## config.mk

```make
export PLATFORM = sky130hd
export DESIGN_NAME = hazard_fwd_ctrl_flat
export DESIGN_NICKNAME = d
export VERILOG_FILES = /design/src/rtl/hazard_fwd_ctrl_if.sv /design/src/rtl/hazard_fwd_ctrl.sv /design/src/flat_wrapper.sv
export SDC_FILE = /design/constraint.sdc
export NUM_CORES = 1
export LEC_CHECK = 0
export CAP_MARGIN = 5
export CORE_MARGIN = 1
export CORE_UTILIZATION = 54
export DETAILED_ROUTE_END_ITERATION = 16
export PLACE_DENSITY = 0.93
export SKIP_LAST_GASP = 1
export SYNTH_ARGS = -nofsm -noshare
export SYNTH_HDL_FRONTEND = slang
export SYNTH_SLANG_ARGS = --single-unit
export TNS_END_PERCENT = 30
```

## constraint.sdc

```tcl
create_clock -name clock -period 3.79 [get_ports clock]
set_input_delay 0.379 -clock clock [delete_from_list [all_inputs] [get_ports clock]]
set_output_delay 0.379 -clock clock [all_outputs]
set_load 0.01 [all_outputs]
```

## src/rtl/hazard_fwd_ctrl_if.sv

```systemverilog
// Pipeline-side bundle between the ID/EX datapath and the hazard/forwarding controller.
// The master is the pipeline (drives ID decode fields); the slave is the controller.
interface hazard_fwd_ctrl_if #(
    parameter int unsigned REG_ADDR_W = 5,
    parameter int unsigned CNT_W      = 32
);
    logic                  id_valid;
    logic [REG_ADDR_W-1:0] id_rs1;
    logic [REG_ADDR_W-1:0] id_rs2;
    logic                  id_use_rs1;
    logic                  id_use_rs2;
    logic [REG_ADDR_W-1:0] id_rd;
    logic                  id_regwrite;
    logic                  id_is_load;
    logic                  id_a_is_pc;
    logic                  id_b_is_imm;
    logic                  ex_br_taken;

    logic [1:0]            alu_a_sel;
    logic [1:0]            alu_b_sel;
    logic [1:0]            st_data_sel;
    logic                  stall_if;
    logic                  stall_id;
    logic                  bubble_ex;
    logic                  flush_id;
    logic [CNT_W-1:0]      stall_cnt;
    logic [CNT_W-1:0]      flush_cnt;

    modport master (
        output id_valid, id_rs1, id_rs2, id_use_rs1, id_use_rs2, id_rd, id_regwrite,
               id_is_load, id_a_is_pc, id_b_is_imm, ex_br_taken,
        input  alu_a_sel, alu_b_sel, st_data_sel, stall_if, stall_id, bubble_ex, flush_id,
               stall_cnt, flush_cnt
    );

    modport slave (
        input  id_valid, id_rs1, id_rs2, id_use_rs1, id_use_rs2, id_rd, id_regwrite,
               id_is_load, id_a_is_pc, id_b_is_imm, ex_br_taken,
        output alu_a_sel, alu_b_sel, st_data_sel, stall_if, stall_id, bubble_ex, flush_id,
               stall_cnt, flush_cnt
    );
endinterface

```

## src/rtl/hazard_fwd_ctrl.sv

```systemverilog
// Hazard controller for the 5-stage core: shadows EX/MEM destinations, produces registered
// EX operand selects, stall/bubble/flush controls and saturating stall/flush event counters.
module hazard_fwd_ctrl #(
    parameter int unsigned REG_ADDR_W = 5,
    parameter int unsigned CNT_W      = 32,
    parameter bit          FWD_EN     = 1'b1
) (
    input logic               clock,
    input logic               reset,
    hazard_fwd_ctrl_if.slave  hz
);
    localparam logic [1:0] SelReg = 2'b00;
    localparam logic [1:0] SelAlt = 2'b01;
    localparam logic [1:0] SelMem = 2'b10;
    localparam logic [1:0] SelWb  = 2'b11;

    logic                  ex_v_q,  ex_v_d;
    logic [REG_ADDR_W-1:0] ex_rd_q, ex_rd_d;
    logic                  ex_we_q, ex_we_d;
    logic                  ex_ld_q, ex_ld_d;
    logic                  mem_v_q,  mem_v_d;
    logic [REG_ADDR_W-1:0] mem_rd_q, mem_rd_d;
    logic                  mem_we_q, mem_we_d;

    logic [1:0]            a_sel_q,  a_sel_d;
    logic [1:0]            b_sel_q,  b_sel_d;
    logic [1:0]            st_sel_q, st_sel_d;
    logic [CNT_W-1:0]      stall_cnt_q, stall_cnt_d;
    logic [CNT_W-1:0]      flush_cnt_q, flush_cnt_d;

    logic ex_hit_rs1, ex_hit_rs2, mem_hit_rs1, mem_hit_rs2;
    logic load_use;
    logic bubble_int;
    logic stall_if, stall_id, bubble_ex, flush_id;

    always_comb begin
        ex_hit_rs1  = hz.id_use_rs1 && (hz.id_rs1 != '0) && ex_v_q && ex_we_q &&
                      (ex_rd_q == hz.id_rs1);
        ex_hit_rs2  = hz.id_use_rs2 && (hz.id_rs2 != '0) && ex_v_q && ex_we_q &&
                      (ex_rd_q == hz.id_rs2);
        mem_hit_rs1 = hz.id_use_rs1 && (hz.id_rs1 != '0) && mem_v_q && mem_we_q &&
                      (mem_rd_q == hz.id_rs1);
        mem_hit_rs2 = hz.id_use_rs2 && (hz.id_rs2 != '0) && mem_v_q && mem_we_q &&
                      (mem_rd_q == hz.id_rs2);

        if (FWD_EN) begin
            load_use = (ex_hit_rs1 || ex_hit_rs2) && ex_ld_q;
        end else begin
            load_use = ex_hit_rs1 || ex_hit_rs2 || mem_hit_rs1 || mem_hit_rs2;
        end
    end

    // A taken branch squashes the stalled instruction anyway, so flush overrides the stall.
    always_comb begin
        stall_if  = 1'b0;
        stall_id  = 1'b0;
        bubble_ex = 1'b0;
        flush_id  = 1'b0;
        if (!reset) begin
            if (hz.ex_br_taken) begin
                flush_id  = 1'b1;
                bubble_ex = 1'b1;
            end else if (load_use) begin
                stall_if  = 1'b1;
                stall_id  = 1'b1;
                bubble_ex = 1'b1;
            end
        end
        bubble_int = hz.ex_br_taken || load_use;
    end

    always_comb begin
        ex_v_d   = hz.id_valid && !bubble_int;
        ex_rd_d  = hz.id_rd;
        ex_we_d  = hz.id_regwrite;
        ex_ld_d  = hz.id_is_load;
        mem_v_d  = ex_v_q;
        mem_rd_d = ex_rd_q;
        mem_we_d = ex_we_q;
    end

    // Selects follow the instruction into EX; an EX hit is newer than a MEM hit.
    always_comb begin
        a_sel_d  = SelReg;
        b_sel_d  = SelReg;
        st_sel_d = SelReg;
        if (hz.id_valid && !bubble_int) begin
            if (FWD_EN) begin
                if (ex_hit_rs1 && !ex_ld_q) begin
                    a_sel_d = SelMem;
                end else if (mem_hit_rs1) begin
                    a_sel_d = SelWb;
                end
                if (ex_hit_rs2 && !ex_ld_q) begin
                    b_sel_d  = SelMem;
                    st_sel_d = SelMem;
                end else if (mem_hit_rs2) begin
                    b_sel_d  = SelWb;
                    st_sel_d = SelWb;
                end
            end
            if (hz.id_a_is_pc) begin
                a_sel_d = SelAlt;
            end
            if (hz.id_b_is_imm) begin
                b_sel_d = SelAlt;
            end
        end
    end

    always_comb begin
        stall_cnt_d = stall_cnt_q;
        flush_cnt_d = flush_cnt_q;
        if (stall_id && (stall_cnt_q != {CNT_W{1'b1}})) begin
            stall_cnt_d = stall_cnt_q + 1'b1;
        end
        if (flush_id && (flush_cnt_q != {CNT_W{1'b1}})) begin
            flush_cnt_d = flush_cnt_q + 1'b1;
        end
    end

    always_ff @(posedge clock) begin
        if (reset) begin
            ex_v_q      <= 1'b0;
            ex_rd_q     <= '0;
            ex_we_q     <= 1'b0;
            ex_ld_q     <= 1'b0;
            mem_v_q     <= 1'b0;
            mem_rd_q    <= '0;
            mem_we_q    <= 1'b0;
            a_sel_q     <= SelReg;
            b_sel_q     <= SelReg;
            st_sel_q    <= SelReg;
            stall_cnt_q <= '0;
            flush_cnt_q <= '0;
        end else begin
            ex_v_q      <= ex_v_d;
            ex_rd_q     <= ex_rd_d;
            ex_we_q     <= ex_we_d;
            ex_ld_q     <= ex_ld_d;
            mem_v_q     <= mem_v_d;
            mem_rd_q    <= mem_rd_d;
            mem_we_q    <= mem_we_d;
            a_sel_q     <= a_sel_d;
            b_sel_q     <= b_sel_d;
            st_sel_q    <= st_sel_d;
            stall_cnt_q <= stall_cnt_d;
            flush_cnt_q <= flush_cnt_d;
        end
    end

    assign hz.alu_a_sel   = a_sel_q;
    assign hz.alu_b_sel   = b_sel_q;
    assign hz.st_data_sel = st_sel_q;
    assign hz.stall_if    = stall_if;
    assign hz.stall_id    = stall_id;
    assign hz.bubble_ex   = bubble_ex;
    assign hz.flush_id    = flush_id;
    assign hz.stall_cnt   = stall_cnt_q;
    assign hz.flush_cnt   = flush_cnt_q;
endmodule
```

## src/flat_wrapper.sv

```systemverilog
// flat-port wrapper written by rule: the top's interface ports become plain ports
module hazard_fwd_ctrl_flat 
#(
    parameter int unsigned REG_ADDR_W = 5,
    parameter int unsigned CNT_W      = 32,
    parameter bit          FWD_EN     = 1'b1
)
  (clock, reset, hz_id_valid, hz_id_rs1, hz_id_rs2, hz_id_use_rs1, hz_id_use_rs2, hz_id_rd, hz_id_regwrite, hz_id_is_load, hz_id_a_is_pc, hz_id_b_is_imm, hz_ex_br_taken, hz_alu_a_sel, hz_alu_b_sel, hz_st_data_sel, hz_stall_if, hz_stall_id, hz_bubble_ex, hz_flush_id, hz_stall_cnt, hz_flush_cnt);
  hazard_fwd_ctrl_if #(.REG_ADDR_W(REG_ADDR_W), .CNT_W(CNT_W)) hz_i ();
  input logic clock;
  input logic reset;
  input wire logic [$bits(hz_i.id_valid)-1:0] hz_id_valid;
  input wire logic [$bits(hz_i.id_rs1)-1:0] hz_id_rs1;
  input wire logic [$bits(hz_i.id_rs2)-1:0] hz_id_rs2;
  input wire logic [$bits(hz_i.id_use_rs1)-1:0] hz_id_use_rs1;
  input wire logic [$bits(hz_i.id_use_rs2)-1:0] hz_id_use_rs2;
  input wire logic [$bits(hz_i.id_rd)-1:0] hz_id_rd;
  input wire logic [$bits(hz_i.id_regwrite)-1:0] hz_id_regwrite;
  input wire logic [$bits(hz_i.id_is_load)-1:0] hz_id_is_load;
  input wire logic [$bits(hz_i.id_a_is_pc)-1:0] hz_id_a_is_pc;
  input wire logic [$bits(hz_i.id_b_is_imm)-1:0] hz_id_b_is_imm;
  input wire logic [$bits(hz_i.ex_br_taken)-1:0] hz_ex_br_taken;
  output wire logic [$bits(hz_i.alu_a_sel)-1:0] hz_alu_a_sel;
  output wire logic [$bits(hz_i.alu_b_sel)-1:0] hz_alu_b_sel;
  output wire logic [$bits(hz_i.st_data_sel)-1:0] hz_st_data_sel;
  output wire logic [$bits(hz_i.stall_if)-1:0] hz_stall_if;
  output wire logic [$bits(hz_i.stall_id)-1:0] hz_stall_id;
  output wire logic [$bits(hz_i.bubble_ex)-1:0] hz_bubble_ex;
  output wire logic [$bits(hz_i.flush_id)-1:0] hz_flush_id;
  output wire logic [$bits(hz_i.stall_cnt)-1:0] hz_stall_cnt;
  output wire logic [$bits(hz_i.flush_cnt)-1:0] hz_flush_cnt;
  assign hz_i.id_valid = hz_id_valid;
  assign hz_i.id_rs1 = hz_id_rs1;
  assign hz_i.id_rs2 = hz_id_rs2;
  assign hz_i.id_use_rs1 = hz_id_use_rs1;
  assign hz_i.id_use_rs2 = hz_id_use_rs2;
  assign hz_i.id_rd = hz_id_rd;
  assign hz_i.id_regwrite = hz_id_regwrite;
  assign hz_i.id_is_load = hz_id_is_load;
  assign hz_i.id_a_is_pc = hz_id_a_is_pc;
  assign hz_i.id_b_is_imm = hz_id_b_is_imm;
  assign hz_i.ex_br_taken = hz_ex_br_taken;
  assign hz_alu_a_sel = hz_i.alu_a_sel;
  assign hz_alu_b_sel = hz_i.alu_b_sel;
  assign hz_st_data_sel = hz_i.st_data_sel;
  assign hz_stall_if = hz_i.stall_if;
  assign hz_stall_id = hz_i.stall_id;
  assign hz_bubble_ex = hz_i.bubble_ex;
  assign hz_flush_id = hz_i.flush_id;
  assign hz_stall_cnt = hz_i.stall_cnt;
  assign hz_flush_cnt = hz_i.flush_cnt;
  hazard_fwd_ctrl #(.REG_ADDR_W(REG_ADDR_W), .CNT_W(CNT_W), .FWD_EN(FWD_EN)) u_core (.clock(clock), .reset(reset), .hz(hz_i));
endmodule
```

---- Yosys cells after proc, flatten, opt, wreduce, memory -nomap -nowiden ----
Cells that the tools add are included.
storage, ports and cells
  latch bits .............................. 0
  register bits after elaboration ......... 85
  RAM bits ................................ 0
  output and inout bits ................... 74
  memory bits (read-only) ................. 0
  logic and storage cells ................. 65
  memories ................................ 0
cells by class
  add/subtract/negate cells ............... 2
  eq/ne operators ......................... 6
  reductions and logical operators ........ 29
  shift-type cells ........................ 0
  muxes and demuxes ....................... 13
  order comparisons ....................... 0
  bitwise logic cells ..................... 1
  multipliers ............................. 0
  div/mod/pow operators ................... 0
operator list
  kind                   number
  $add 32x1->32 const B  2
  $ne 32x32->1 const B   2
  $eq 5x5->1             4
  $logic_and 1x1->1      20
  $reduce_bool 5->1      2
  $mux 1                 9
  $mux 2                 4
  $reduce_or 3->1        2
  $logic_not 1->1        2
  $logic_or 1x1->1       2
  $reduce_or 2->1        1
  $not 1->1              1

---- Depth between registers and ports, before layout ----
Gate-level depths: netlist of run 1.
  word-level depth ........................ 12
  depth in mapped cells ................... 9

---- Worst setup path before layout of run 1 ----
OpenSTA, ideal clock, no wires.
  kind .................................... reg2reg
  from .................................... register u_core.stall_cnt_q[0], in the netlist u_core.hz.stall_cnt[0]
  to ...................................... register u_core.stall_cnt_q[22], in the netlist u_core.hz.stall_cnt[22]
  data required time ...................... 3.720 ns
  clock period less this slack ............ 2.065 ns
  library setup time ...................... 0.070 ns
  setup slack ............................. 1.725 ns
  cell stages (with the launch flop) ...... 8
  data arrival time ....................... 1.995 ns
  cells stage by stage .................... dfxtp_1 -> ha_1 -> inv_1 -> nor3_2 -> nand2_1 -> or4_1 -> or3_1 -> a21oi_1
on the way
  cells in the longest elaborated chain, start to end .. 2
RTL lines
  element                                                RTL line                RTL
  start: declaration                                     hazard_fwd_ctrl.sv:28   logic [CNT_W-1:0] stall_cnt_q, stall_cnt_d;
  start signal: assignment                               hazard_fwd_ctrl.sv:147  stall_cnt_q <= stall_cnt_d;
  branches (longest 2 deep; another with $add 32x1->32)  --
Several ways; the timed one is not identified.
A chain may end at the register's enable or synchronous reset.

---- Worst setup path in the final report of run 1 ----
  from .................................... input port hz_id_rs1[1]
  to ...................................... output port hz_bubble_ex
on the way
  cells in the longest elaborated chain, start to end .. 10
RTL lines
  element                          RTL line               RTL
  start: declaration               flat_wrapper.sv:13     input wire logic [$bits(hz_i.id_rs1)-1:0] hz_id_rs1;
  $reduce_bool 5->1                hazard_fwd_ctrl.sv:37  ex_hit_rs1 = hz.id_use_rs1 && (hz.id_rs1 != '0) && ex_v_q && ex_we_q &&
  $logic_and 1x1->1 (3 in series)  hazard_fwd_ctrl.sv:37
  $logic_and 1x1->1 *              hazard_fwd_ctrl.sv:37
  $logic_or 1x1->1 *               hazard_fwd_ctrl.sv:47  load_use = (ex_hit_rs1 || ex_hit_rs2) && ex_ld_q;
  $logic_and 1x1->1 *              hazard_fwd_ctrl.sv:47
  $mux 1 *                         hazard_fwd_ctrl.sv:63  end else if (load_use) begin
  $mux 1 *                         hazard_fwd_ctrl.sv:60  if (hz.ex_br_taken) begin
  $mux 1 *                         hazard_fwd_ctrl.sv:59  if (!reset) begin
  end: declaration                 flat_wrapper.sv:28     output wire logic [$bits(hz_i.bubble_ex)-1:0] hz_bubble_ex;
Mark *: on every way between the ends. The rest lies on a longest branch, timed or not.

==> results.txt, run 1 <==
----------------------------------------------------
[Placement]
  # placed instances ... 659
  Placed wire-length estimate ... 7270 µm
  Port Buffers ... 98
  Final GP Congestion ... 0.868

[STA]
  Unrepaired setup endpoints after global routing ... no
  Measured slew at the worst slew-check pin ... 0.883 ns
  Final setup violation count ... 0
  Setup_tns ... 0 ns
  Period minus WS final ... 2.99 ns
  Period utilization ... 0.790
  Final Hold Vio Count ... 0
  Final clock skew ... 0.00462 ns
  Final number of max-transition violations ... 0
  Highest clock frequency the design can meet ... 334 MHz
  Worst slew margin relative to its limit ... 0.409

[Logic synthesis]
  Netlist cell types ... 48
  Cell taking the most area after synthesis ... sky130_fd_sc_hd__dfxtp_1
  Synth Cell Area ... 0.00408 mm²
  Average footprint of a synthesized cell ... 8.56 µm²
  Cells after synthesis ... 477
  Share of the synthesized area in the top cell type ... 0.417
  Register area share after synthesis ... 0.417
  Dominant cells by area after synthesis ... sky130_fd_sc_hd__dfxtp_1 42%, sky130_fd_sc_hd__xnor2_1 6.2%, sky130_fd_sc_hd__or3_1 5.1%, sky130_fd_sc_hd__a21oi_1 4.8%, sky130_fd_sc_hd__nor2_1 4.1%
  Yosys Warn Count ... 0
  Total of flip-flops plus latches after synthesis ... 85
  Post-synth net total ... 504
  Ys async rst share ... 0
  Most frequently used flop master after synthesis ... sky130_fd_sc_hd__dfxtp_1
  Number of enable flip-flop cells after synthesis ... 0

[CTS]
  Clk Tree Root Cell ... sky130_fd_sc_hd__clkbuf_8
  CTS buffer count ... 9
  Setup Buffers After CTS ... 0
  Clock transition time at the flip-flop clock pins of the worst setup and hold paths ... 0.08 ns
  Post-cts repair resize count ... 0
  Number of H-tree branching levels ... 3
  Clk Latency, worst-skew pair ... 0.35 ns
  TritonCTS clock tree ... done
  Worst-case clock buffer depth ... 2
  Total of hold buffers inserted after clock tree synthesis ... 0
  Total number of clock tree sinks ... 85

[Drt]
  Number of vias after detailed routing ... 3892
  TritonRoute pass-1 iters ... 5
  Post-detailed-route via-to-cell ratio ... 5.77
  Detailed-route DRC error count ... 0
  Routed wire length ... 10200 µm
  Remaining antenna violation count after routing ... 0
  Average detailed-routed wire length per instance ... 15.1 µm
  Drt first-iter violations ... 259

[Setup path]
  Worst-path fanout max ... 5
  Category of the most critical setup path ... input port to output port
  Required time at the worst-slack endpoint ... 3.41 ns
  CP top delay family ... buffers and inverters
  Data arrival time of the critical path ... 2.62 ns
  Most used cell along the critical path ... sky130_fd_sc_hd__clkdlybuf4s50_1
  Crit path capture type ... output port
  Crit path largest cell delay ... 0.59 ns
  Slowest-stage cell, CP ... sky130_fd_sc_hd__or4_4
  Worst setup SP type ... input port
  Buffer and inverter count on the worst path ... 2
  Sequence of cells on the critical path ... clkdlybuf4s50_1, or4_4, nor2_1, nor4_1, o21ai_1, a21oi_1, clkdlybuf4s50_1

[GRT]
  Number of antenna violations at the first check in global routing ... 0
  Maximum number of pins on one net before global-route repair ... 51
  Remaining global-route overflow ... 0
  Vias in the first global route ... 3488
  First-pass GRT wire length ... 16000 µm
  Total routing usage reported by global routing ... 0.263

[Power]
  Power Density ... 346 mW/mm²
  Standby leakage power ... 0.00175 µW
  Peak supply drop ... 0.208 mV

[Die]
  Die Width ... 89.0 µm
  Number of rows in the core area ... 31
  Die outline area ... 0.00791 mm²
  Initial Utilization ... 0.560
  DIE HEIGHT ... 89.0 µm
  Core Area ... 0.00729 mm²
  Number of top-level pins ... 99

[Run]
  Number of maximum-capacitance violations ... 0

[Layout]
  Layout cell share with drive strength beyond 1 ... 0.0677
  Final Net Count ... 598
  Commonest cells after routing, fill and taps aside ... 97 x sky130_fd_sc_hd__clkdlybuf4s50_1, 85 x sky130_fd_sc_hd__dfxtp_1, 45 x sky130_fd_sc_hd__nor2_1
  Ant diodes ... 0
  Final Non-Filler Cells ... 675
  Most common cell after layout, fill and taps aside ... sky130_fd_sc_hd__clkdlybuf4s50_1
  Filler Cells Inserted ... 570
  Relative area change from synthesis to final layout ... 31.8%

[Outcome]
  Result of the run ... completed

[Min path]
  Class of the worst hold path ... register to register

----------------------------------------------------
[per-stage QoR]
| stage | utilization | hold WS (ns) | cell area, µm² | power, µW | worst slack (ns) |
|---|---|---|---|---|---|
| global route | 0.738 | 0.514 | 5380 | 1910 | 0.707 |
| global placement | 0.701 | 0.480 | 5110 | 1030 | 0.868 |
| detailed placement | 0.701 | 0.485 | 5110 | 1030 | 0.820 |
| floorplan | - | 0.452 | 4080 | 984 | 1.72 |
| CTS | 0.738 | 0.495 | 5380 | 1860 | 0.791 |
| finish | 0.738 | 0.501 | 5380 | 1860 | 0.796 |
[path summary, 6_finish.rpt]
path                            from                 endpoint  slack, ns  depth (start not counted)
max                     hz_id_rs1[1]             hz_bubble_ex       0.80                          7
min          u_core.hz.stall_cnt[26]  u_core.hz.stall_cnt[26]       0.50                          2
max reg2reg  u_core.hz.stall_cnt[24]  u_core.hz.stall_cnt[16]       1.25                          7
min reg2reg  u_core.hz.stall_cnt[26]  u_core.hz.stall_cnt[26]       0.50                          2
[power by group]
| group | total, µW | internal [µW] | switching (µW) |
|---|---|---|---|
| registers | 913 | 902 | 11.4 |
| logic | 101 | 50.7 | 50.6 |
| clock network | 845 | 522 | 322 |
| total | 1860 | 1480 | 384 |
[sequential cells by signal (all words and copies together), names as in the netlist]
| register | cells |
|---|---|
| u_core.ex_rd_q | 5 |
| u_core.mem_we_q | 1 |
| u_core.ex_v_q | 1 |
| u_core.hz.stall_cnt | 32 |
| u_core.ex_we_q | 1 |
| u_core.hz.alu_b_sel | 2 |
| u_core.hz.flush_cnt | 32 |
| u_core.ex_ld_q | 1 |
| u_core.hz.alu_a_sel | 2 |
| u_core.mem_rd_q | 5 |
| u_core.mem_v_q | 1 |
| u_core.hz.st_data_sel | 2 |
[cell type report]
class | count | area (µm²) | area share
Timing Repair Buffer | 100 | 991 | 0.184
Sequential cell | 85 | 1700 | 0.316
Clock buffer | 10 | 138 | 0.0256
Tap cell | 99 | 124 | 0.0230
Inverter | 13 | 48.8 | 0.00907
Multi-Input combinational cell | 362 | 2240 | 0.417
Clock inverter | 6 | 134 | 0.0249
[worst min-delay path: cells and delay by family, from the launching register on]
kind / cells / cell delay, ns
flops: 1 / 0.34
compound gates: 2 / 0.12
[Yosys cell counts, types with 3 or more instances]
| cell | n |
|---|---|
| sky130_fd_sc_hd__xnor2_1 | 29 |
| sky130_fd_sc_hd__nor2b_1 | 17 |
| sky130_fd_sc_hd__nand4_1 | 22 |
| sky130_fd_sc_hd__or4_1 | 9 |
| sky130_fd_sc_hd__xor2_1 | 17 |
| sky130_fd_sc_hd__nor3_1 | 6 |
| sky130_fd_sc_hd__nand2b_1 | 3 |
| sky130_fd_sc_hd__nand3_1 | 26 |
| sky130_fd_sc_hd__a21oi_1 | 39 |
| sky130_fd_sc_hd__inv_1 | 13 |
| sky130_fd_sc_hd__or3_1 | 33 |
| sky130_fd_sc_hd__nand2_1 | 33 |
| sky130_fd_sc_hd__o31ai_1 | 4 |
| sky130_fd_sc_hd__o21ai_1 | 8 |
| sky130_fd_sc_hd__buf_2 | 4 |
| sky130_fd_sc_hd__dfxtp_1 | 85 |
| sky130_fd_sc_hd__clkbuf_1 | 9 |
| sky130_fd_sc_hd__and3_1 | 8 |
| sky130_fd_sc_hd__nor4_1 | 7 |
| sky130_fd_sc_hd__o21ai_0 | 24 |
| sky130_fd_sc_hd__nor2_1 | 45 |
[logic make-up after synthesis]
family,after synthesis,share of synthesized area
xor gates and xnor gates,46,0.0987
DFF,85,0.417
adders and majority gates,2,0.00613
AOI/OAI and AO/OA,87,0.126
buffers and inverters,30,0.0337
muxes,2,0.00521
and+or+nand+nor,225,0.314
[layer usage]
metal	vias up	part of all wire	global-route usage
met4	0	0.021	0.0952
li1	1897	-	-
met1	1853	0.42	0.300
met5	-	0	0
met3	23	0.058	0.0619
met2	119	0.50	0.479
Note: power is estimated with default switching activity, not from simulation.
==> run 2: changes to the inputs <==
--- a/config.mk
+++ b/config.mk
@@ -7,9 +7,9 @@
 export LEC_CHECK = 0
 export CAP_MARGIN = 5
 export CORE_MARGIN = 1
-export CORE_UTILIZATION = 54
+export CORE_UTILIZATION = 50
 export DETAILED_ROUTE_END_ITERATION = 16
-export PLACE_DENSITY = 0.93
+export PLACE_DENSITY = 0.88
 export SKIP_LAST_GASP = 1
 export SYNTH_ARGS = -nofsm -noshare
 export SYNTH_HDL_FRONTEND = slang
==> constraint.sdc (replaced) <==
create_clock -name clock -period 3 [get_ports clock]
set_input_delay 0.3 -clock clock [delete_from_list [all_inputs] [get_ports clock]]
set_output_delay 0.3 -clock clock [all_outputs]
set_load 0.01 [all_outputs]
==> results.txt, run 2 (synthesis gave the netlist of run 1 again) <==
----------------------------------------------------
[CTS]
  Total of hold buffers inserted after clock tree synthesis ... 0 (unchanged)
  Clk Latency, worst-skew pair ... 0.35 ns (about the same)
  Clk Tree Root Cell ... sky130_fd_sc_hd__clkbuf_8 (unchanged)
  CTS buffer count ... 9 (unchanged)
  Post-cts repair resize count ... 0 (unchanged)
  Worst-case clock buffer depth ... 2 (unchanged)
  Number of H-tree branching levels ... 3 (unchanged)
  TritonCTS clock tree ... done (unchanged)
  Clock transition time at the flip-flop clock pins of the worst setup and hold paths ... 0.08 ns (about the same)
  Setup Buffers After CTS ... 0 (unchanged)
  Total number of clock tree sinks ... 85 (unchanged)

[STA]
  Final setup violation count ... 0 (unchanged)
  Final number of max-transition violations ... 0 (unchanged)
  Worst hold slack ... 0.437 ns (was 0.501 ns)
  Unrepaired setup endpoints after global routing ... no (unchanged)
  Period minus WS final ... 2.74 ns
  Setup_tns ... 0 ns (unchanged)
  Final Hold Vio Count ... 0 (unchanged)
  Period utilization ... 0.914
  Measured slew at the worst slew-check pin ... 0.813 ns (was 0.883 ns)
  Highest clock frequency the design can meet ... 365 MHz
  Final clock skew ... 0.00916 ns (was 0.00462 ns)
  Worst slew margin relative to its limit ... 0.458 (was 0.409)

[Drt]
  Average detailed-routed wire length per instance ... 15.0 µm (was 15.1 µm)
  TritonRoute pass-1 iters ... 7 (was 5)
  Post-detailed-route via-to-cell ratio ... 5.72 (was 5.77)
  Routed wire length ... 10200 µm (about the same)
  Detailed-route DRC error count ... 0 (unchanged)
  Remaining antenna violation count after routing ... 0 (unchanged)
  Number of vias after detailed routing ... 3900 (was 3892)
  Drt first-iter violations ... 197 (was 259)

[GRT]
  Total routing usage reported by global routing ... 0.246 (was 0.263)
  Vias in the first global route ... 3642 (was 3488)
  First-pass GRT wire length ... 16800 µm (was 16000 µm)
  Remaining global-route overflow ... 0 (unchanged)
  Maximum number of pins on one net before global-route repair ... 81 (was 51)
  Number of antenna violations at the first check in global routing ... 0 (unchanged)

[Layout]
  Most common cell after layout, fill and taps aside ... sky130_fd_sc_hd__clkdlybuf4s50_1 (unchanged)
  Layout cell share with drive strength beyond 1 ... 0.0724 (was 0.0677)
  Relative area change from synthesis to final layout ... 31.8% (unchanged)
  Commonest cells after routing, fill and taps aside ... 97 x sky130_fd_sc_hd__clkdlybuf4s50_1, 85 x sky130_fd_sc_hd__dfxtp_1, 45 x sky130_fd_sc_hd__nor2_1 (unchanged)
  Final Net Count ... 602 (was 598)
  Ant diodes ... 0 (unchanged)

[Power]
  Peak supply drop ... 0.259 mV (was 0.208 mV)
  Clock power frac ... 0.414 (was 0.454)
  Switching share of power ... 0.223 (was 0.207)
  Standby leakage power ... 0.00174 µW (was 0.00175 µW)
  Overall power after layout ... 2190 µW (was 1860 µW)
  Net switching component of the power ... 489 µW (was 384 µW)
  Logic gate share of total power ... 0.058 (was 0.054)
  Power share of the sequential group ... 0.528 (was 0.491)
  Internal Power ... 1700 µW (was 1480 µW)
  Power Density ... 406 mW/mm² (was 346 mW/mm²)

[Die]
  Die Width ... 92.4 µm (was 89.0 µm)
  Die outline area ... 0.00853 mm² (was 0.00791 mm²)
  Number of rows in the core area ... 32 (was 31)
  Number of top-level pins ... 99 (unchanged)
  Initial Utilization ... 0.523 (was 0.560)
  DIE HEIGHT ... 92.4 µm (was 89.0 µm)
  Core Area ... 0.00781 mm² (was 0.00729 mm²)

[Setup path]
  Slowest-stage cell, CP ... sky130_fd_sc_hd__or4_1 (was sky130_fd_sc_hd__or4_4)
  Crit path largest cell delay ... 0.60 ns (was 0.59 ns)
  Worst setup SP type ... input port (unchanged)
  Required time at the worst-slack endpoint ... 2.70 ns (was 3.41 ns)
  Most used cell along the critical path ... sky130_fd_sc_hd__clkdlybuf4s50_1 (unchanged)
  Crit path capture type ... output port (unchanged)
  Data arrival time of the critical path ... 2.44 ns (was 2.62 ns)
  Category of the most critical setup path ... input port to output port (unchanged)
  RR Startpoint ... u_core.hz.stall_cnt[24] (unchanged)
  Worst-path fanout max ... 3 (was 5)
  Depth of the most critical reg-to-reg path ... 7 (unchanged)
  End of the worst register-to-register path ... u_core.hz.stall_cnt[1] (was u_core.hz.stall_cnt[16])
  R2r setup slk ... 0.68 ns (was 1.25 ns)
  Sequence of cells on the critical path ... clkdlybuf4s50_1, or4_1, nor2_1, nor4_1, o21ai_1, a21oi_1, clkdlybuf4s50_1 (was clkdlybuf4s50_1, or4_4, nor2_1, nor4_1, o21ai_1, a21oi_1, clkdlybuf4s50_1)

[Placement]
  Placed wire-length estimate ... 7300 µm (was 7270 µm)
  Port Buffers ... 98 (unchanged)
  Final GP Congestion ... 0.857 (was 0.868)

[Outcome]
  Result of the run ... completed (unchanged)

[Min path]
  Cell depth of the worst hold path ... 4 (was 2)
  Worst min-delay path endpoint ... u_core.hz.alu_b_sel[0] (was u_core.hz.stall_cnt[26])
  Start point of the worst hold path ... reset (was u_core.hz.stall_cnt[26])
  Class of the worst hold path ... input port to register (was register to register)

[Run]
  Number of maximum-capacitance violations ... 0 (unchanged)

----------------------------------------------------
run 2: cell count changes in the layout (fill, tap and decap cells not counted), sizes merged:
cell	delta
clkbuf	+1
clkinv	-1
buf	+4
clkinvlp	+2
bufinv	-2
run 2: how the worst max path moves through the flow:
stage / startpoint / slack [ns] / end
floorplan: u_core.hz.stall_cnt[0] / 0.93 / u_core.hz.stall_cnt[22]
global placement: hz_id_rs2[0] / 0.33 / hz_bubble_ex
detailed placement: hz_id_rs2[0] / 0.31 / hz_bubble_ex
CTS: hz_id_rs2[0] / 0.28 / hz_bubble_ex
global route: hz_id_rs2[0] / 0.19 / hz_bubble_ex
finish: hz_id_rs2[0] / 0.26 / hz_bubble_ex
run 2: layout make-up:
class | count | area (µm²)
repair buffers | 104 | 1030
well taps | 102 | 128
inverters | 13 | 48.8
clock buffers | 11 | 141
fillers | 631 | 2430
multi-input cells | 362 | 2240
clock inverters | 5 | 83.8
flip-flops and latches | 85 | 1700
run 2: power groups by stage:
stage / combinational [µW] / sequential [µW] / clock (µW)
2_1_floorplan: 66.1 / 1180 / 0
3_3_place_gp: 123 / 1180 / 0
3_5_place_dp: 128 / 1180 / 0
4_1_cts: 128 / 1150 / 916
5_1_grt: 139 / 1160 / 969
6_report: 128 / 1150 / 905
run 2: worst max-delay path: cells and delay by family:
| family | cells | cell delay (ns) |
|---|---|---|
| AOI/OAI and AO/OA | 2 | 0.37 |
| buffers and inverters | 2 | 0.98 |
| and+or+nand+nor | 3 | 0.78 |
run 2: stage by stage:
step	util	cells	setup WS [ns]	cell area, µm²
2_1_floorplan	-	477	0.935	4080
3_3_place_gp	0.660	666	0.331	5150
3_5_place_dp	0.660	666	0.308	5150
4_1_cts	0.689	682	0.276	5380
5_1_grt	0.689	682	0.194	5380
6_report	0.689	682	0.258	5380
run 2: layer usage:
metal / track usage / wire [µm]
met3: 0.0534 / 611
met2: 0.432 / 5100
met4: 0.0990 / 208
met5: 0 / 0
met1: 0.290 / 4310
==> run 3: changes to the inputs <==
--- a/config.mk
+++ b/config.mk
@@ -5,11 +5,14 @@
 export SDC_FILE = /design/constraint.sdc
 export NUM_CORES = 1
 export LEC_CHECK = 0
-export CAP_MARGIN = 5
+export CAP_MARGIN = 25
+export CELL_PAD_IN_SITES_DETAIL_PLACEMENT = 0
+export CELL_PAD_IN_SITES_GLOBAL_PLACEMENT = 2
 export CORE_MARGIN = 1
-export CORE_UTILIZATION = 50
+export CORE_UTILIZATION = 29
+export CTS_CLUSTER_DIAMETER = 30
 export DETAILED_ROUTE_END_ITERATION = 16
-export PLACE_DENSITY = 0.88
+export PLACE_DENSITY = 0.87
 export SKIP_LAST_GASP = 1
 export SYNTH_ARGS = -nofsm -noshare
 export SYNTH_HDL_FRONTEND = slang
==> results.txt, run 3 (synthesis gave the netlist of run 1 again) <==
----------------------------------------------------
[STA]
  Final critical-path setup slack ... 0.290 ns (was 0.258 ns)
  Worst slew margin relative to its limit ... 0.495 (was 0.458)
  Highest clock frequency the design can meet ... 369 MHz (was 365 MHz)
  Final Hold Vio Count ... 0 (unchanged)
  Measured slew at the worst slew-check pin ... 0.751 ns (was 0.813 ns)
  Unrepaired setup endpoints after global routing ... no (unchanged)
  Period utilization ... 0.903 (was 0.914)
  Final number of max-transition violations ... 0 (unchanged)
  Period minus WS final ... 2.71 ns (was 2.74 ns)
  Final setup violation count ... 0 (unchanged)
  Setup_tns ... 0 ns (unchanged)
  Final clock skew ... 0.00381 ns (was 0.00916 ns)

[CTS]
  Total of hold buffers inserted after clock tree synthesis ... 0 (unchanged)
  TritonCTS clock tree ... done (unchanged)
  Total number of clock tree sinks ... 85 (unchanged)
  Worst-case clock buffer depth ... 2 (unchanged)
  CTS buffer count ... 9 (unchanged)
  Number of H-tree branching levels ... 3 (unchanged)
  Clock transition time at the flip-flop clock pins of the worst setup and hold paths ... 0.06 ns (was 0.08 ns)
  Setup Buffers After CTS ... 0 (unchanged)
  Clk Tree Root Cell ... sky130_fd_sc_hd__clkbuf_16 (was sky130_fd_sc_hd__clkbuf_8)
  Post-cts repair resize count ... 0 (unchanged)
  Clk Latency, worst-skew pair ... 0.35 ns (about the same)

[Die]
  Die Width ... 121 µm (was 92.4 µm)
  Initial Utilization ... 0.302 (was 0.523)
  Number of rows in the core area ... 42 (was 32)
  Die outline area ... 0.0146 mm² (was 0.00853 mm²)
  Core Area ... 0.0135 mm² (was 0.00781 mm²)
  DIE HEIGHT ... 121 µm (was 92.4 µm)
  Number of top-level pins ... 99 (unchanged)

[Layout]
  End-of-flow core utilization ... 0.415 (was 0.689)
  Layout cell share with drive strength beyond 1 ... 0.0739 (was 0.0724)
  Filler Cells Inserted ... 1315 (was 631)
  Ant diodes ... 0 (unchanged)
  Commonest cells after routing, fill and taps aside ... 97 x sky130_fd_sc_hd__clkdlybuf4s50_1, 85 x sky130_fd_sc_hd__dfxtp_1, 45 x sky130_fd_sc_hd__nor2_1 (unchanged)
  Most common cell after layout, fill and taps aside ... sky130_fd_sc_hd__clkdlybuf4s50_1 (unchanged)
  Final Net Count ... 604 (was 602)
  Relative area change from synthesis to final layout ... 37.3% (was 31.8%)

[Drt]
  Max Used Layer ... met4 (unchanged)
  Number of vias after detailed routing ... 3789 (was 3900)
  Detailed-route DRC error count ... 0 (unchanged)
  Drt first-iter violations ... 239 (was 197)
  Detailed route wirelength on metal3 ... 664 µm (was 611 µm)
  Remaining antenna violation count after routing ... 0 (unchanged)
  Met2 WL post-DR ... 5000 µm (was 5100 µm)
  Post-detailed-route via-to-cell ratio ... 5.00 (was 5.72)
  TritonRoute pass-1 iters ... 4 (was 7)
  Routed wire length ... 10800 µm (was 10200 µm)
  Metal-1 WL ... 4870 µm (was 4310 µm)
  Average detailed-routed wire length per instance ... 14.2 µm (was 15.0 µm)

[Min path]
  Class of the worst hold path ... input port to register (unchanged)

[Placement]
  Worst slack after detailed placement ... 0.244 ns (was 0.308 ns)
  Port Buffers ... 98 (unchanged)
  Placed wire-length estimate ... 7720 µm (was 7300 µm)
  Final GP Congestion ... 0.822 (was 0.857)

[Power]
  Net switching component of the power ... 535 µW (was 489 µW)
  Standby leakage power ... 0.00181 µW (was 0.00174 µW)
  Peak supply drop ... 0.408 mV (was 0.259 mV)
  Logic gate share of total power ... 0.050 (was 0.058)
  Power Density ... 460 mW/mm² (was 406 mW/mm²)
  Switching share of power ... 0.208 (was 0.223)
  Internal Power ... 2040 µW (was 1700 µW)
  Clock power frac ... 0.502 (was 0.414)
  Power share of the sequential group ... 0.448 (was 0.528)

[GRT]
  Remaining global-route overflow ... 0 (unchanged)
  First-pass GRT wire length ... 18100 µm (was 16800 µm)
  Maximum number of pins on one net before global-route repair ... 52 (was 81)
  Vias in the first global route ... 3719 (was 3642)
  Number of antenna violations at the first check in global routing ... 0 (unchanged)
  Total routing usage reported by global routing ... 0.159 (was 0.246)

[Setup path]
  Slowest-stage cell, CP ... sky130_fd_sc_hd__clkdlybuf4s50_1 (was sky130_fd_sc_hd__or4_1)
  Sequence of cells on the critical path ... clkdlybuf4s50_1, xnor2_1, nand2_1, nor4_1, o21ai_1, a21oi_1, clkdlybuf4s50_1 (was clkdlybuf4s50_1, or4_1, nor2_1, nor4_1, o21ai_1, a21oi_1, clkdlybuf4s50_1)
  Data arrival time of the critical path ... 2.41 ns (was 2.44 ns)
  Category of the most critical setup path ... input port to output port (unchanged)
  Most used cell along the critical path ... sky130_fd_sc_hd__clkdlybuf4s50_1 (unchanged)
  Worst setup SP type ... input port (unchanged)
  Buffer and inverter count on the worst path ... 2 (unchanged)
  Worst-path fanout max ... 4 (was 3)
  Crit path capture type ... output port (unchanged)
  Crit path largest cell delay ... 0.58 ns (was 0.60 ns)
  CP top delay family ... buffers and inverters (unchanged)
  Required time at the worst-slack endpoint ... 2.70 ns (about the same)

[Run]
  Number of maximum-capacitance violations ... 0 (unchanged)

[Outcome]
  Result of the run ... completed (unchanged)

----------------------------------------------------
## run 3: cell types whose count changed in the layout (fill, tap and decap cells not counted), sizes merged
cell      previous run  this run
bufinv               2         3
buf                  7         9
clkbuf              11        12
clkinvlp             2         0
## run 3: layer usage
metal,vias up,GRT usage
met5,-,0
met4,0,0.0671
met3,19,0.0542
met2,103,0.255
met1,1754,0.193
li1,1913,-
## run 3: worst paths after layout
kind / from / endpoint / slack [ns] / depth (start not counted)
max: hz_id_rs1[0] / hz_bubble_ex / 0.29 / 7
min: reset / u_core.hz.flush_cnt[0] / 0.46 / 3
max reg2reg: u_core.hz.stall_cnt[24] / u_core.hz.stall_cnt[1] / 0.69 / 7
min reg2reg: u_core.hz.stall_cnt[11] / u_core.hz.stall_cnt[11] / 0.50 / 2
## run 3: worst reg2reg max path, stage by stage, from the launching register on
cell and delay (ns):
sky130_fd_sc_hd__dfxtp_1 0.41, sky130_fd_sc_hd__nand3_1 0.24, sky130_fd_sc_hd__nor4_1 0.63, sky130_fd_sc_hd__nand4_1 0.25, sky130_fd_sc_hd__o211ai_2 0.16, sky130_fd_sc_hd__buf_12 0.23, sky130_fd_sc_hd__mux2i_1 0.22, sky130_fd_sc_hd__nor2_1 0.05
## run 3: power by group through the flow
| stage | logic (µW) | registers, µW | clock network (µW) |
|---|---|---|---|
| 2_1_floorplan | 66.1 | 1180 | 0 |
| 3_3_place_gp | 128 | 1180 | 0 |
| 3_5_place_dp | 130 | 1180 | 0 |
| 4_1_cts | 131 | 1160 | 1340 |
| 5_1_grt | 140 | 1160 | 1390 |
| 6_report | 129 | 1160 | 1290 |
## run 3: final cells by class
| type | instances | area (µm²) | area share |
|---|---|---|---|
| Clock buffer | 12 | 246 | 0.0440 |
| Clock inverter | 4 | 95.1 | 0.0170 |
| Inverter | 13 | 48.8 | 0.00871 |
| Multi-Input combinational cell | 362 | 2240 | 0.400 |
| Sequential cell | 85 | 1700 | 0.304 |
| Tap cell | 176 | 220 | 0.0393 |
| Timing Repair Buffer | 106 | 1050 | 0.187 |
## run 3: per-stage QoR
step	hold slack, ns	instances	area (µm²)	total power, µW
after detailed placement	0.495	742	5260	1310
after floorplan	0.373	477	4080	1240
after CTS	0.455	758	5600	2620
after global routing	0.474	758	5600	2680
final	0.460	758	5600	2580
after global placement	0.478	742	5260	1310
